## src/rtl/seq_divider_8b.sv

```systemverilog
// seq_divider_8b
// Sequential restoring divider: 8-bit dividend / 4-bit divisor, one quotient
// bit per cycle, producing an 8-bit quotient and a 4-bit remainder. It is the
// companion of the 4x4 array multiplier: a product can be split back into
// its operands. Valid/ready handshakes on both the request and result sides.
//
// Ports:
//   clk        rising-edge clock
//   rst        synchronous, active-high reset
//   in_valid   request valid (x, y sampled only in the accept cycle)
//   in_ready   divider idle and able to accept a request
//   x [7:0]    dividend
//   y [3:0]    divisor
//   out_valid  result valid (registered, only in DONE)
//   out_ready  consumer accepts the result
//   q [7:0]    quotient (8'hFF when the divisor was zero)
//   r [3:0]    remainder (0 when the divisor was zero)
//   dz         the divisor of this result was zero
//
// Fixed latency: accept in cycle T, out_valid from cycle T+9, for every
// operand pair including a zero divisor.
module seq_divider_8b (
  input  logic       clk,
  input  logic       rst,
  input  logic       in_valid,
  output logic       in_ready,
  input  logic [7:0] x,
  input  logic [3:0] y,
  output logic       out_valid,
  input  logic       out_ready,
  output logic [7:0] q,
  output logic [3:0] r,
  output logic       dz
);

  typedef enum logic [1:0] {
    S_IDLE = 2'd0,
    S_CALC = 2'd1,
    S_DONE = 2'd2
  } state_t;

  state_t     state_q;
  logic [3:0] cnt_q;        // iteration counter, 0..7
  logic [4:0] rem_q;        // partial remainder R
  logic [7:0] quo_q;        // dividend shifting out / quotient shifting in
  logic [3:0] div_q;        // divisor captured at accept
  logic       out_valid_q;
  logic [7:0] q_q;
  logic [3:0] r_q;
  logic       dz_q;

  // One restoring iteration. The shifted remainder is formed at 6 bits so
  // that the whole of R takes part in the compare: with a non-zero divisor
  // R stays below 16 and the top bits are zero, with a zero divisor R may
  // grow but the result is overridden in DONE anyway.
  logic [5:0] shift_d;
  logic       no_borrow_d;
  logic [4:0] rem_d;
  logic [7:0] quo_d;

  always_comb begin
    shift_d     = {rem_q, quo_q[7]};
    no_borrow_d = (shift_d >= {2'b00, div_q});
    rem_d       = no_borrow_d ? (shift_d[4:0] - {1'b0, div_q}) : shift_d[4:0];
    quo_d       = {quo_q[6:0], no_borrow_d};
  end

  always_ff @(posedge clk) begin
    if (rst) begin
      state_q     <= S_IDLE;
      cnt_q       <= 4'd0;
      rem_q       <= 5'd0;
      quo_q       <= 8'd0;
      div_q       <= 4'd0;
      out_valid_q <= 1'b0;
      q_q         <= 8'd0;
      r_q         <= 4'd0;
      dz_q        <= 1'b0;
    end else begin
      case (state_q)
        S_IDLE: begin
          if (in_valid) begin
            quo_q   <= x;
            rem_q   <= 5'd0;
            div_q   <= y;
            cnt_q   <= 4'd0;
            state_q <= S_CALC;
          end
        end
        S_CALC: begin
          rem_q <= rem_d;
          quo_q <= quo_d;
          cnt_q <= cnt_q + 4'd1;
          if (cnt_q == 4'd7) begin
            // Result registers are loaded from the final iteration directly,
            // so they are stable for the whole DONE phase.
            state_q     <= S_DONE;
            out_valid_q <= 1'b1;
            dz_q        <= (div_q == 4'd0);
            q_q         <= (div_q == 4'd0) ? 8'hFF : quo_d;
            r_q         <= (div_q == 4'd0) ? 4'h0  : rem_d[3:0];
          end
        end
        S_DONE: begin
          if (out_ready) begin
            state_q     <= S_IDLE;
            out_valid_q <= 1'b0;
          end
        end
        default: begin
          state_q     <= S_IDLE;
          out_valid_q <= 1'b0;
        end
      endcase
    end
  end

  // in_ready must be low while rst is asserted, so it is gated by rst
  // directly rather than taken from a register.
  assign in_ready  = (state_q == S_IDLE) && !rst;
  assign out_valid = out_valid_q;
  assign q         = q_q;
  assign r         = r_q;
  assign dz        = dz_q;

endmodule
```

## config.mk

```make
export PLATFORM = sky130hd
export DESIGN_NAME = seq_divider_8b
export DESIGN_NICKNAME = d
export VERILOG_FILES = /design/src/rtl/seq_divider_8b.sv
export SDC_FILE = /design/constraint.sdc
export NUM_CORES = 1
export LEC_CHECK = 0
export BUFFER_PORTS_ARGS = -buffer_cell sky130_fd_sc_hd__buf_4
export CORE_MARGIN = 10
export CORE_UTILIZATION = 35
export DETAILED_ROUTE_END_ITERATION = 8
export GPL_TIMING_DRIVEN = 0
export MAX_ROUTING_LAYER = met4
export PLACE_DENSITY_LB_ADDON = 0.3
export SLEW_MARGIN = 20
export SYNTH_ARGS = -nofsm -noshare
export SYNTH_HDL_FRONTEND = slang
export SYNTH_SLANG_ARGS = --single-unit
```

## constraint.sdc

```tcl
create_clock -name clk -period 2 [get_ports clk]
set_clock_uncertainty 0.1 [all_clocks]
set_input_delay 0.4 -clock clk [delete_from_list [all_inputs] [get_ports clk]]
set_output_delay 0.4 -clock clk [all_outputs]
set_load 0.005 [all_outputs]
```

==> impl_metrics.ini <==
[clock_network]
cts_root_buffer = clkbuf_8
clk_pin_slew_ns = 0.08
cts_num_sinks = 37
htreeDepth = 2
hold_buffers = 0
clk_path_buf_depth = 2
worstSkewPairLatency_ns = 0.29
numCtsBuffers = 5
cts_tree = done

[timing]
min_period_ns = 2.03
slew_headroom_pct = 63.6
worst_slack_ns = -0.0322
finalHoldViolations = 0
grt_setup_unrepaired = true
setup_viol = 1
timing.final.crit_share_pct = 102
worstMarginPinSlew_ns = 0.546
slew_violations = 0
fmax_ghz = 0.492

[layout]
seq_area_um2 = 747
multiInputGateArea_um2 = 976
post-route-util_pct = 47.7
finalNetCount = 264
area_delta_synth_final_pct = 29.7
fillers = 500
drive_above_1_share_pct = 37.4
antenna_cells = 0

[synthesis]
ys_seq_area_share_pct = 41.8
synth_edf_count = 0
synth_ff_type = dfxtp_1
syn-instance-count = 197
syn_area_um2 = 1770
ys_ff_latch = 37
synth_top_area_cell = dfxtp_1
syn-num-nets = 219
synth_warnings = 0
synth_top_area_share_pct = 41.8
synth_common_cells = nor2_1 (40), dfxtp_1 (37), nand2_1 (15)
syn_avg_cell_area_um2 = 8.99
yosys-top-cells-area = dfxtp_1 (42%), nor2_1 (8.5%), nor3_2 (5.1%)
synth-async-reset-ratio_pct = 0
yosysUniqueCellTypes = 45
yosysMostFrequentCell = nor2_1

[power]
clkPwrFrac_pct = 33.6
p_total_mw = 1.73
p_sw_share_pct = 27.6
pwr-share-comb_pct = 19.9
internal-power_mw = 1.25
peakVddDrop_v = 0.000381
seqPwrFrac_pct = 46.5
leakagePower_nw = 0.962
p_per_area_nw_per_um2 = 752
switchingPower_uw = 476

[global_routing]
grt_pass1_vias = 1459
grt_max_degree = 12
track_usage_pct = 11.1
antenna_found_initial = 0
overflow = 0
grt_pass1_wl_um = 7250

[flow_run]
cap_violations = 0

[detailed_routing]
drcViolationCount = 0
drt_iter0_markers = 101
wl_per_cell_um = 14.3
drtAntennaViolNets = 0
firstDrtPassIters = 4
postRouteWirelength_um = 4450
via_count = 1503
via_per_inst = 4.85

[floorplan]
coreArea_um2 = 4820
die_y_um = 91.1
start_util_pct = 36.8
io_pins = 31
rows = 25
die_w_um = 91.1
die_area_um2 = 8310

[run_status]
violations = negative setup slack
status = finished with violations

[worst_setup_path]
r2r_cells = 9
crit_path_end_kind = flop
start_kind = flop
critPathKind = flop to flop
crit_fanout = 5
worstPathArrival_ns = 2.14
critPathRequiredTime_ns = 2.11

[placed_design]
hpwl_um = 3220
gp_congestion = 0.819
portBuffers = 30

[min_path]
holdCritPathClass = input port to flop
worstHoldPathCells = 3
[cell usage in the layout, fill, tap and decap left out, types with 2 or more instances in the layout]
master	netlist	final
nand2b_1	5	5
nand3b_1	2	2
dfxtp_1	37	32
inv_2	0	2
a21oi_1	11	11
a21o_1	3	3
a2111oi_0	2	2
o32ai_2	2	2
buf_6	3	3
clkbuf_8	0	7
nor2_1	40	40
o21ai_0	4	3
nor2_2	8	8
inv_1	5	3
buf_4	0	38
o21ai_1	2	3
a31oi_1	2	2
nand3_1	3	3
nor4_1	6	6
clkbuf_1	4	4
nor3_2	9	8
buf_2	3	3
dfxtp_2	0	5
ha_1	5	4
mux2i_1	3	2
nand2_1	15	15
[power by group through the flow]
stage / clock network (mW) / registers (mW) / logic [mW]
CTS: 0.599 / 0.802 / 0.330
detailed placement: 0 / 0.816 / 0.265
global route: 0.638 / 0.807 / 0.376
floorplan: 0 / 0.809 / 0.192
global placement: 0 / 0.816 / 0.263
finish: 0.581 / 0.803 / 0.344
[worst max-delay path, cell delays in order, from the launching register on]
cell     delay [ns]
dfxtp_2        0.32
inv_2          0.07
ha_4           0.12
inv_2          0.04
fa_2           0.33
a21o_1         0.19
a21oi_4        0.15
nand2_4        0.11
mux2_4         0.33
o32ai_2        0.20
[registers in the layout, indices dropped and copies added (netlist names)]
| signal | flops |
|---|---|
| quo_q | 8 |
| out_valid | 1 |
| r | 4 |
| dz | 1 |
| rem_q | 5 |
| q | 8 |
| cnt_q | 4 |
| state_q | 2 |
| div_q | 4 |
[final cells by class]
cell class	count	area share (%)
inverter	5	0.817
clock inverter	1	0.218
clock buffer	7	4.19
buffer	12	3.76
multi-input combinational	143	42.5
timing repair buffer	38	12.4
sequential	37	32.5
tap	67	3.65
[metrics by stage]
step	setup slack, ns	instance area (um^2)	TNS (ns)	cells	hold WS, ns
finish	-0.0322	2300	-0.0322	310	0.249
CTS	-0.0940	2280	-0.0940	308	0.249
global placement	-0.215	2080	-1.09	294	0.364
floorplan	-0.0336	1780	-0.0336	197	0.346
detailed placement	-0.212	2080	-1.11	294	0.375
global route	-0.107	2300	-0.251	310	0.253
[final timing paths]
| kind | slack (ns) | from | to |
|---|---|---|---|
| worst max-delay path | -0.03 | quo_q[7] | r[0] |
| worst min-delay path | 0.25 | y[3] | div_q[3] |
| worst max register to register | -0.03 | quo_q[7] | r[0] |
| worst min register to register | 0.39 | rem_q[4] | rem_q[4] |
[layer usage]
| metal | global-route usage (%) | part of all wire (%) | vias up |
|---|---|---|---|
| li1 | - | - | 767 |
| met1 | 14.1 | 50 | 696 |
| met2 | 16.0 | 44 | 32 |
| met3 | 3.21 | 4.0 | 8 |
| met4 | 5.09 | 1.9 | 0 |
| met5 | - | 0 | - |
[cells by family (layout without fill, tap and decap cells)]
family | Yosys count | in the layout | share of synthesized area [%]
muxes | 4 | 4 | 2.54
AOI/OAI and AO/OA | 33 | 33 | 13.8
DFF | 37 | 37 | 41.8
buffers and inverters | 17 | 63 | 5.72
and+or+nand+nor | 98 | 98 | 30.4
adders and majority gates | 6 | 6 | 4.66
xor gates and xnor gates | 2 | 2 | 0.989
[repair_timing]
action	CTS	global route
gates resized for setup	11	5
setup endpoints to repair	7	11
buffers inserted	6	2
cloned	0	0
pin swaps	7	3
No activity file was read; power rests on OpenSTA's default activity.
